--- src/rtl/burst_initiator.sv ---
//============================================================================
// Module      : burst_initiator
// Description : Single-slot AXI write-burst initiator. A header plus up to
//               MAX_LEN beats of data/strobe is captured into a slot, then
//               issued as one AW transfer, len+1 W beats and a B response.
//               Completion is reported with a one-cycle done pulse, with err
//               raised alongside it when the response is bad.
// Revision    : 1.0 - initial release
//============================================================================
`default_nettype none

module burst_initiator #(
    parameter int ID_WIDTH   = 4,
    parameter int ADDR_WIDTH = 32,
    parameter int DATA_WIDTH = 32,
    parameter int MAX_LEN    = 16
) (
    input  logic                                clk,
    input  logic                                rst,

    // Slot load
    input  logic                                ld_valid,
    output logic                                ld_ready,
    input  logic [ID_WIDTH+ADDR_WIDTH+11-1:0]   ld_hdr,
    input  logic [MAX_LEN*DATA_WIDTH-1:0]       ld_data,
    input  logic [MAX_LEN*DATA_WIDTH/8-1:0]     ld_strb,

    // AXI write address channel
    output logic                                awvalid,
    input  logic                                awready,
    output logic [ID_WIDTH-1:0]                 awid,
    output logic [ADDR_WIDTH-1:0]               awaddr,
    output logic [3:0]                          awlen,
    output logic [2:0]                          awsize,
    output logic [1:0]                          awburst,
    output logic [1:0]                          awuser,

    // AXI write data channel
    output logic                                wvalid,
    input  logic                                wready,
    output logic [DATA_WIDTH-1:0]               wdata,
    output logic [DATA_WIDTH/8-1:0]             wstrb,
    output logic                                wlast,

    // AXI write response channel
    input  logic                                bvalid,
    output logic                                bready,
    input  logic [ID_WIDTH-1:0]                 bid,
    input  logic [1:0]                          bresp,

    // Status
    output logic                                done,
    output logic                                err,
    output logic                                busy
);

    localparam int HDR_W     = ID_WIDTH + ADDR_WIDTH + 11;
    localparam int STRB_W    = DATA_WIDTH / 8;
    // Header field offsets; id sits in the least significant bits.
    localparam int ADDR_LSB  = ID_WIDTH;
    localparam int LEN_LSB   = ADDR_LSB + ADDR_WIDTH;
    localparam int SIZE_LSB  = LEN_LSB + 4;
    localparam int BURST_LSB = SIZE_LSB + 3;
    localparam int USER_LSB  = BURST_LSB + 2;

    typedef enum logic [1:0] {
        S_IDLE = 2'd0,
        S_ADDR = 2'd1,
        S_DATA = 2'd2,
        S_RESP = 2'd3
    } state_t;

    state_t                         state_q;
    logic [HDR_W-1:0]               hdr_q;
    logic [MAX_LEN*DATA_WIDTH-1:0]  data_q;
    logic [MAX_LEN*STRB_W-1:0]      strb_q;
    logic [3:0]                     cnt_q;
    logic                           awvalid_q;
    logic                           wvalid_q;
    logic                           bready_q;
    logic                           done_q;
    logic                           err_q;

    logic [ID_WIDTH-1:0]            slot_id;
    logic [3:0]                     slot_len;
    logic                           last_beat;
    logic [31:0]                    data_base;
    logic [31:0]                    strb_base;

    // Slot header fields as presented on the AW channel.
    assign slot_id   = hdr_q[ID_WIDTH-1:0];
    assign slot_len  = hdr_q[LEN_LSB +: 4];
    assign awid      = slot_id;
    assign awaddr    = hdr_q[ADDR_LSB +: ADDR_WIDTH];
    assign awlen     = slot_len;
    assign awsize    = hdr_q[SIZE_LSB +: 3];
    assign awburst   = hdr_q[BURST_LSB +: 2];
    assign awuser    = hdr_q[USER_LSB +: 2];

    // Current beat selection from the slot by the beat counter.
    assign last_beat = (cnt_q == slot_len);
    assign data_base = 32'(cnt_q) * 32'(DATA_WIDTH);
    assign strb_base = 32'(cnt_q) * 32'(STRB_W);
    assign wdata     = data_q[data_base +: DATA_WIDTH];
    assign wstrb     = strb_q[strb_base +: STRB_W];
    assign wlast     = wvalid_q & last_beat;

    assign awvalid   = awvalid_q;
    assign wvalid    = wvalid_q;
    assign bready    = bready_q;
    assign done      = done_q;
    assign err       = err_q;
    assign busy      = (state_q != S_IDLE);
    assign ld_ready  = (state_q == S_IDLE);

    // Burst sequencer: load slot, issue AW, stream W beats, collect B.
    always_ff @(posedge clk) begin
        if (rst) begin
            state_q   <= S_IDLE;
            hdr_q     <= '0;
            data_q    <= '0;
            strb_q    <= '0;
            cnt_q     <= '0;
            awvalid_q <= 1'b0;
            wvalid_q  <= 1'b0;
            bready_q  <= 1'b0;
            done_q    <= 1'b0;
            err_q     <= 1'b0;
        end else begin
            // done/err are single-cycle pulses by default.
            done_q <= 1'b0;
            err_q  <= 1'b0;
            case (state_q)
                S_IDLE: begin
                    if (ld_valid) begin
                        hdr_q     <= ld_hdr;
                        data_q    <= ld_data;
                        strb_q    <= ld_strb;
                        cnt_q     <= '0;
                        awvalid_q <= 1'b1;
                        state_q   <= S_ADDR;
                    end
                end
                S_ADDR: begin
                    if (awready) begin
                        awvalid_q <= 1'b0;
                        wvalid_q  <= 1'b1;
                        state_q   <= S_DATA;
                    end
                end
                S_DATA: begin
                    if (wready) begin
                        if (last_beat) begin
                            // Counter parks on the final beat index.
                            wvalid_q <= 1'b0;
                            bready_q <= 1'b1;
                            state_q  <= S_RESP;
                        end else begin
                            cnt_q <= cnt_q + 4'd1;
                        end
                    end
                end
                S_RESP: begin
                    if (bvalid) begin
                        bready_q <= 1'b0;
                        done_q   <= 1'b1;
                        err_q    <= (bresp != 2'b00) || (bid != slot_id);
                        state_q  <= S_IDLE;
                    end
                end
                default: begin
                    state_q <= S_IDLE;
                end
            endcase
        end
    end

endmodule

`default_nettype wire

--- config.mk ---
export PLATFORM = sky130hd
export DESIGN_NAME = burst_initiator
export DESIGN_NICKNAME = d
export VERILOG_FILES = /design/src/rtl/burst_initiator.sv
export SDC_FILE = /design/constraint.sdc
export NUM_CORES = 1
export LEC_CHECK = 0
export ABC_AREA = 1
export ABC_CLOCK_PERIOD_IN_PS = 4000
export CELL_PAD_IN_SITES_DETAIL_PLACEMENT = 0
export CELL_PAD_IN_SITES_GLOBAL_PLACEMENT = 2
export CORE_UTILIZATION = 28
export CTS_CLUSTER_DIAMETER = 60
export DETAILED_ROUTE_END_ITERATION = 6
export PLACE_DENSITY = 0.81
export SYNTH_ARGS = -nofsm -noshare
export SYNTH_HDL_FRONTEND = slang
export SYNTH_SLANG_ARGS = --single-unit
--- constraint.sdc ---
create_clock -name clk -period 4 [get_ports clk]
set_input_delay 0.6 -clock clk [delete_from_list [all_inputs] [get_ports clk]]
set_output_delay 0.6 -clock clk [all_outputs]
set_load 0.05 [all_outputs]
Word level (Yosys, flattened, before mapping):

Cells that the tools add are included.

* add/sub/neg operators: 1
* reductions and logical operators: 16
* equal/unequal tests: 11
* multiply operators: 0
* bitwise operators: 3
* multiplexer cells: 22
* div/mod/pow operators: 0
* $lt $le $gt $ge: 0
* shift operators: 2

Operator list (count)
* $shiftx A512 B10 Y32: 1
* $shiftx A64 B7 Y4: 1
* $mux W4: 3
* $ne A2 B2 Y1 const B: 6
* $reduce_and A4 Y1: 3
* $reduce_bool A2 Y1: 6
* $mux W2: 5
* $mux W1: 9
* $pmux W2 S4: 1
* $pmux W4 S2: 1
* $pmux W1 S2: 3
* $reduce_and A5 Y1: 1
* $add A4 B1 Y4 const B: 1
* $eq A2 B2 Y1 const B: 2
* $eq A4 B4 Y1: 1
* $ne A4 B4 Y1: 1
* $reduce_and A3 Y1: 1
* $reduce_or A3 Y1: 1
* $eq A2 B1 Y1 const B: 1
* $logic_not A2 Y1: 1
* $not A1 Y1: 2
* $reduce_and A2 Y1: 1
* $reduce_or A2 Y1: 1
* $and A1 B1 Y1: 1
* $logic_or A1 B1 Y1: 1

* bits in read-only memories: 0
* latch bits: 0
* flip-flop bits (word level): 634
* memory bits (writable): 0
* memories kept: 0
* bits of input ports: 635
* logic and storage cells: 65

Logic depth before layout (Yosys ltp):

Gate-level depths: netlist (run 1).

* depth after elaboration: 4
* gate-level depth with buffers: 12
* depth with buffers taken out: 11

Worst setup path after synthesis (run 1):

OpenSTA, ideal clock, no wires.

* path type: reg2out
* start point: register hdr_q[39]
* end point: output wlast
* required time: 3400 ps
* cell stages (with the launch flop): 7
* arrival time: 1763 ps
* slack: 1637 ps
* cells stage by stage: dfxtp_1 inv_1 nand2_1 nand2_1 nor2_1 nand2_2 nor2_1

* cells in the longest elaborated chain, start to end: 2

RTL lines
* start, declared: RTL line 74 `logic [HDR_W-1:0] hdr_q;`
* start signal, assigned: RTL line 136 `hdr_q <= ld_hdr;`
* $eq A4 B4 Y1: RTL line 101 `assign last_beat = (cnt_q == slot_len);`
* $and A1 B1 Y1: RTL line 106 `assign wlast = wvalid_q & last_beat;`
* end, declared: RTL line 43 `output logic wlast,`

No other way between the ends.

Worst setup path in the final report (run 1):

* start point: register cnt_q[2]
* end point: output wdata[13]

* cells in the longest elaborated chain, start to end: 1

RTL lines
* start, declared: RTL line 77 `logic [3:0] cnt_q;`
* start signal, assigned: RTL line 159 `cnt_q <= cnt_q + 4'd1;`
* $shiftx A512 B10 Y32: RTL line 104 `assign wdata = data_q[data_base +: DATA_WIDTH];`
* end, declared: RTL line 41 `output logic [DATA_WIDTH-1:0] wdata,`

No other way between the ends.

==> metrics.txt, run 1 <==
DRT met1 WL=50,550 µm; Cells after Synth=3,759; fin. max-slew vios=0; hold violation total from the final report=0; starting density of the core=0.2830; number of instances in the placed design=between 5,000 and 6,000; global-route wire length before repair=179,400 µm; core region area=0.09515 mm²; Post-CTS Repair Setup Buffers=0; required time worst endpoint=3.40 ns; Overall Global Routing Usage=0.2487; Setup-failing EPs final=0; Achievable Freq=approximately 260 MHz; root buf cell=clkbuf_16; total gr overflow=0; Setup Skew=approximately 0.020 ns; total via count in the routed design=27,410; drt via density=4.865; unique cell type count in the Yosys netlist=33; uppermost layer routed=met5; worst setup path class=reg -> out; register area share after synthesis=0.4713; wire length on met2=62,460 µm; run status=completed; area share of and/or/nand/nor cells after synthesis=0.2065; Seq cells post-synth=634; share of final-layout standard cells stronger than drive strength 1=0.05896; DRC violation count after routing=0; Worst setup SP type=register; number of instances resized during post-cts repair=0; clock latency at the later pin of the worst-skew pair=0.66 ns; violation count after the first detailed-route iteration=1,810; XOR/XNOR Fraction of Synth Area=0.001951; total met3 wirelength after detailed routing=8230 µm; Worst VDD drop=0.0003800 V; leading cell type in the layout, fill and taps excluded=nor2_1; Mean Syn Cell Area=7.164 µm²; Cell Pwr Density=700.8 mW/mm²; CTS H-tree depth=3; Synthesized Nets=roughly 4,400; clk buf depth=3; Total Wirelength=125,500 µm; summed instance area of the synthesized netlist=0.02693 mm²; number of synthesized flops with an enable pin=0; clock transition at the registers of the reported paths=0.06 ns; Primary FF master, synth=dfxtp_1; non-filler cells in the finished layout=roughly 5,600; Final #Nets=~4,900; clock sink count=634; routability cong.=~0.85; Std-Cell Rows=around 110; Worst setup EP type=output pin; compound-cell area share of the yosys netlist=0.2476; cts-stage hold buffer count=0; router iterations before antenna repair=5; buffers added on ports=725; unrepaired setup endpoints after global routing=false; number of routed nets with antenna violations=0; clock tree from TritonCTS=done; P_leak=14.51 nW; post-route core utilization=0.4008; minimum setup slack among reg-to-reg paths=1.52 ns; Max-slew headroom=0.3418; post-detailed-placement half-perimeter wirelength=91,620 µm; Placement Cell Area=0.03535 mm²; largest net degree at the start of global routing=120; setup TNS after final layout=0 ns; slew at the pin closest to its max-slew limit=0.9872 ns; portion of netlist area occupied by mux cells=0; die boundary width=312.1 µm; Synth warnings=0; adder and majority gate portion of the synthesized area=0.002323; max cap viols=0; main combinational cell family by area after synthesis=compound AO/OA/AOI/OAI gates; antenna violations before repair=26; die extent in y=312.1 µm; num ports=726; WP data arrival=3.23 ns; worst min-delay path category=reg -> reg; area of the die=between 0.09 and 0.1 mm²; number of CTS-inserted buffers=83; detail-routed net length per standard cell=22.27 µm; Crit Path Max Fanout=72; via count of the first global-routing pass=about 27,000; final critical path time including I/O delays and setup=3.829 ns; Async SR Flop Fraction=0; final worst path period share=0.9573; most used cells in the layout excluding fill and tap cells=nor2_1 (1,289), o21ai_0 (839), clkdlybuf4s50_1 (688); synthesis-to-finish area growth=41.61%; total non-filler cell area in the finished layout=0.03814 mm²
==> flip-flops by register name (all words and copies together), names as in the netlist <==
register / cells
awvalid: 1
bready: 1
cnt_q: 4
data_q: 512
done: 1
err: 1
hdr_q: 47
state_q: 2
strb_q: 64
wvalid: 1
==> path summary, 6_finish.rpt <==
| kind | from | to | cells after the start |
|---|---|---|---|
| setup / recovery | cnt_q[2] | wdata[13] | 6 |
| setup reg to reg | state_q[0] | data_q[215] | 7 |
| hold / removal | strb_q[54] | strb_q[54] | 2 |
| hold reg to reg | strb_q[54] | strb_q[54] | 2 |
==> cell type report <==
type                    count  area (µm²)
fillers                 10150       57010
flip-flops and latches    634       12700
multi-input cells        2692       12350
repair buffers            771        8285
clock buffers             114        2404
well taps                1265        1583
inverters                 107       425.4
clock inverters            41       361.6
diodes                      9       22.52
==> Yosys cell counts (2+ instances only) <==
cell type / number / share of area
a21oi_1: 168 / 0.031
a21oi_2: 11 / 0.0036
buf_1: 10 / 0.0014
buf_2: 50 / 0.0093
buf_4: 19 / 0.0053
buf_6: 13 / 0.0054
clkbuf_1: 230 / 0.032
clkbuf_2: 2 / 0.00037
dfxtp_1: 634 / 0.47
ha_1: 5 / 0.0023
inv_1: 102 / 0.014
inv_2: 3 / 0.00042
nand2_1: 66 / 0.0092
nand3_1: 76 / 0.014
nand4_1: 5 / 0.0012
nor2_1: 1289 / 0.18
o211ai_1: 84 / 0.023
o21ai_0: 839 / 0.16
o21ai_1: 75 / 0.014
o221ai_1: 60 / 0.020
or2_2: 2 / 0.00046
xnor2_1: 2 / 0.00065
xor2_1: 4 / 0.0013
==> metrics by stage <==
stage               hold WS, ns  setup WS (ns)  power (W)
CTS                      0.4531        0.08104    0.02705
finish                   0.4538         0.1708    0.02673
global route             0.4698        0.01609    0.02841
global placement         0.4392         0.8067    0.01941
floorplan                0.4297          1.637    0.01519
detailed placement       0.4445         0.7963    0.01948
==> per-layer routing <==
| layer | GRT usage | up-vias |
|---|---|---|
| met5 | 0 | - |
| met4 | 0.08099 | 32 |
| met3 | 0.06576 | 184 |
| met2 | 0.4429 | 781 |
| met1 | 0.2872 | 12790 |
| li1 | - | 13620 |
==> power by group <==
| group | internal [W] | switching [W] | leakage (nW) |
|---|---|---|---|
| Sequential | 0.00803 | 0.000975 | 5.25 |
| Clock | 0.00443 | 0.00304 | 1.35 |
| Combinational | 0.00369 | 0.00655 | 7.92 |
==> critical path: stages, from the launching register on <==
cell	delay [ns]
dfxtp_4	0.53
clkinv_2	0.11
buf_4	0.74
o221ai_1	0.42
nand3_1	0.35
nand2_1	0.16
buf_12	0.18
==> cells by family after synthesis <==
group,Yosys count
buf+inv,433
fa+ha+maj,5
flops,634
simple gates,1444
xor+xnor,6
compound gates,1237
(Power assumes the default switching activity.)
==> inputs of run 2 (changes only) <==
==> constraint.sdc (replaced) <==
create_clock -name clk -period 4 [get_ports clk]
set_input_delay 0.4 -clock clk [delete_from_list [all_inputs] [get_ports clk]]
set_output_delay 0.4 -clock clk [all_outputs]
set_load 0.05 [all_outputs]
==> run 2 against run 1 <==
Cell area about the same. Clock-buffer cell count increased by 2. Clock power increased by 0.5%. Sequential power about the same. Non-clock buffer count increased by 12. Critical path depth increased by 1. Power about the same. Critical endpoint is now wdata[27]. Utilization about the same. Combinational power about the same. Register-to-register slack got worse by 0.03 ns. Global-route usage increased by 0.070 points. Maximum frequency increased by 8.0%.
==> metrics.txt, run 2 (synthesized netlist as in run 1, its figures left out) <==
biggest regs=data_q: 512 flops, strb_q: 64 flops, hdr_q: 47 flops (unchanged); fin. max-slew vios=0 (unchanged); Worst setup EP type=output pin (unchanged); max cap viols=0 (unchanged); num ports=726 (unchanged); clock transition at the registers of the reported paths=0.06 ns (about the same); antenna violations before repair=35 (was 26); DRC violation count after routing=0 (unchanged); Slowest Stage Delay on Critical Path=0.44 ns (was 0.74 ns); P_leak=14.55 nW (was 14.51 nW); final worst path period share=0.8866 (was 0.9573); clock tree from TritonCTS=done (unchanged); setup TNS after final layout=0 ns (unchanged); Worst setup SP type=register (unchanged); die boundary width=312.1 µm (unchanged); register with the highest flop count=data_q (unchanged); Placement Setup Slack=1.095 ns (was 0.7963 ns); clock latency at the later pin of the worst-skew pair=0.64 ns (was 0.66 ns); most used cells in the layout excluding fill and tap cells=nor2_1 (1,289), o21ai_0 (839), clkdlybuf4s50_1 (689) (was nor2_1 (1,289), o21ai_0 (839), clkdlybuf4s50_1 (688)); Max-slew headroom=0.3825 (was 0.3418); die extent in y=312.1 µm (unchanged); cell with the largest stage delay on the worst path=inv_8 (was buf_4); share of final-layout standard cells stronger than drive strength 1=0.05781 (was 0.05896); Overall Global Routing Usage=0.2494 (was 0.2487); Achievable Freq=282.0 MHz (was 261.1 MHz); synthesis-to-finish area growth=41.73% (was 41.61%); post-detailed-placement half-perimeter wirelength=91,910 µm (was 91,620 µm); core region area=0.09515 mm² (unchanged); final critical path time including I/O delays and setup=3.547 ns (was 3.829 ns); detail-routed net length per standard cell=22.21 µm (was 22.27 µm); total non-filler cell area in the finished layout=0.03817 mm² (was 0.03814 mm²); hold violation total from the final report=0 (unchanged); Cell Pwr Density=700.3 mW/mm² (was 700.8 mW/mm²); violation count after the first detailed-route iteration=2,003 (was 1,810); minimum setup slack among reg-to-reg paths=1.49 ns (was 1.52 ns); max reg flops=512 (unchanged); WP data arrival=3.15 ns (was 3.23 ns); Setup Skew=0.01782 ns (was 0.02047 ns); drt via density=4.864 (was 4.865); number of CTS-inserted buffers=81 (was 83); Crit Path Max Fanout=90 (was 72); starting density of the core=0.2830 (unchanged); Setup-failing EPs final=0 (unchanged); clk buf depth=3 (unchanged); via count of the first global-routing pass=26,900 (was 26,850); WHS Path Cells=3 (was 2); number of instances resized during post-cts repair=0 (unchanged); Post-CTS Repair Setup Buffers=0 (unchanged); number of instances in the placed design=5,481 (was 5,469); run status=completed (unchanged); Total Wirelength=125,300 µm (was 125,500 µm); non-filler cells in the finished layout=5,643 (was 5,633); cell chain of the critical path=inv_8 -> buf_4 -> o21ai_0 -> o221ai_1 -> nand3_1 -> nand2_1 -> buf_12 (was clkinv_2 -> buf_4 -> o221ai_1 -> nand3_1 -> nand2_1 -> buf_12); Std-Cell Rows=113 (unchanged); largest net degree at the start of global routing=194 (was 120); total via count in the routed design=27,450 (was 27,410); worst setup path class=reg -> out (unchanged); area of the die=0.09743 mm² (unchanged); clock sink count=634 (unchanged); CTS H-tree depth=3 (unchanged); routability cong.=0.8406 (was 0.8527); total gr overflow=0 (unchanged); root buf cell=clkbuf_16 (unchanged); Placement Cell Area=0.03538 mm² (was 0.03535 mm²); FF-to-FF path depth=6 (was 7); buffers added on ports=725 (unchanged); worst min-delay path category=in -> reg (was reg -> reg); unrepaired setup endpoints after global routing=false (unchanged); global-route wire length before repair=179,800 µm (was 179,400 µm); leading cell type in the layout, fill and taps excluded=nor2_1 (unchanged); router iterations before antenna repair=6 (was 5); cts-stage hold buffer count=0 (unchanged); Final #Nets=4,939 (was 4,929); slew at the pin closest to its max-slew limit=0.9262 ns (was 0.9872 ns); required time worst endpoint=3.60 ns (was 3.40 ns); number of routed nets with antenna violations=0 (unchanged); Worst VDD drop=0.0003760 V (was 0.0003800 V); fin worst setup slack=0.4534 ns (was 0.1708 ns)
run 2: layout make-up:
cell class / instances / area (µm²)
Antenna cell: 19 / 47.55
Clock buffer: 116 / 2391
Clock inverter: 27 / 350.3
Fill cell: 10080 / 56980
Inverter: 107 / 425.4
Multi-Input combinational cell: 2692 / 12350
Sequential cell: 634 / 12700
Tap cell: 1265 / 1583
Timing Repair Buffer: 783 / 8315
run 2: path summary, 6_finish.rpt:
kind	startpoint	endpoint
max reg2reg	state_q[0]	data_q[311]
min reg2reg	data_q[441]	data_q[441]
min	ld_data[443]	data_q[443]
max	cnt_q[0]	wdata[27]
run 2: critical path: cells and delay by family (launching register included):
| family | cells | cell delay (ns) |
|---|---|---|
| flip-flops | 1 | 0.39 |
| AO/OA/AOI/OAI | 2 | 0.43 |
| buffers and inverters | 3 | 0.98 |
| AND/OR/NAND/NOR | 2 | 0.66 |
run 2: through the flow:
stage | hold slack, ns | util | total power [W]
2_1_floorplan | 0.4297 | - | 0.01519
3_3_place_gp | 0.4394 | 0.3718 | 0.01937
3_5_place_dp | 0.4444 | 0.3718 | 0.01945
4_1_cts | 0.3316 | 0.4006 | 0.02710
5_1_grt | 0.3679 | 0.4010 | 0.02847
6_report | 0.3858 | 0.4011 | 0.02673
run 2: report_power, final:
group	leakage [nW]	switching (W)	internal, W	total [W]
Sequential	5.25	0.000968	0.00803	0.00900
Clock	1.35	0.00291	0.00461	0.00752
Combinational	7.95	0.00655	0.00365	0.0102
Total	14.5	0.0104	0.0163	0.0267
run 2: metal layers:
| metal | vias up | wire (µm) | global-route usage |
|---|---|---|---|
| li1 | 13640 | - | - |
| met1 | 12770 | 49970 | 0.2859 |
| met2 | 794 | 60570 | 0.4242 |
| met3 | 218 | 8859 | 0.07180 |
| met4 | 30 | 5712 | 0.1208 |
| met5 | - | 199 | 0 |
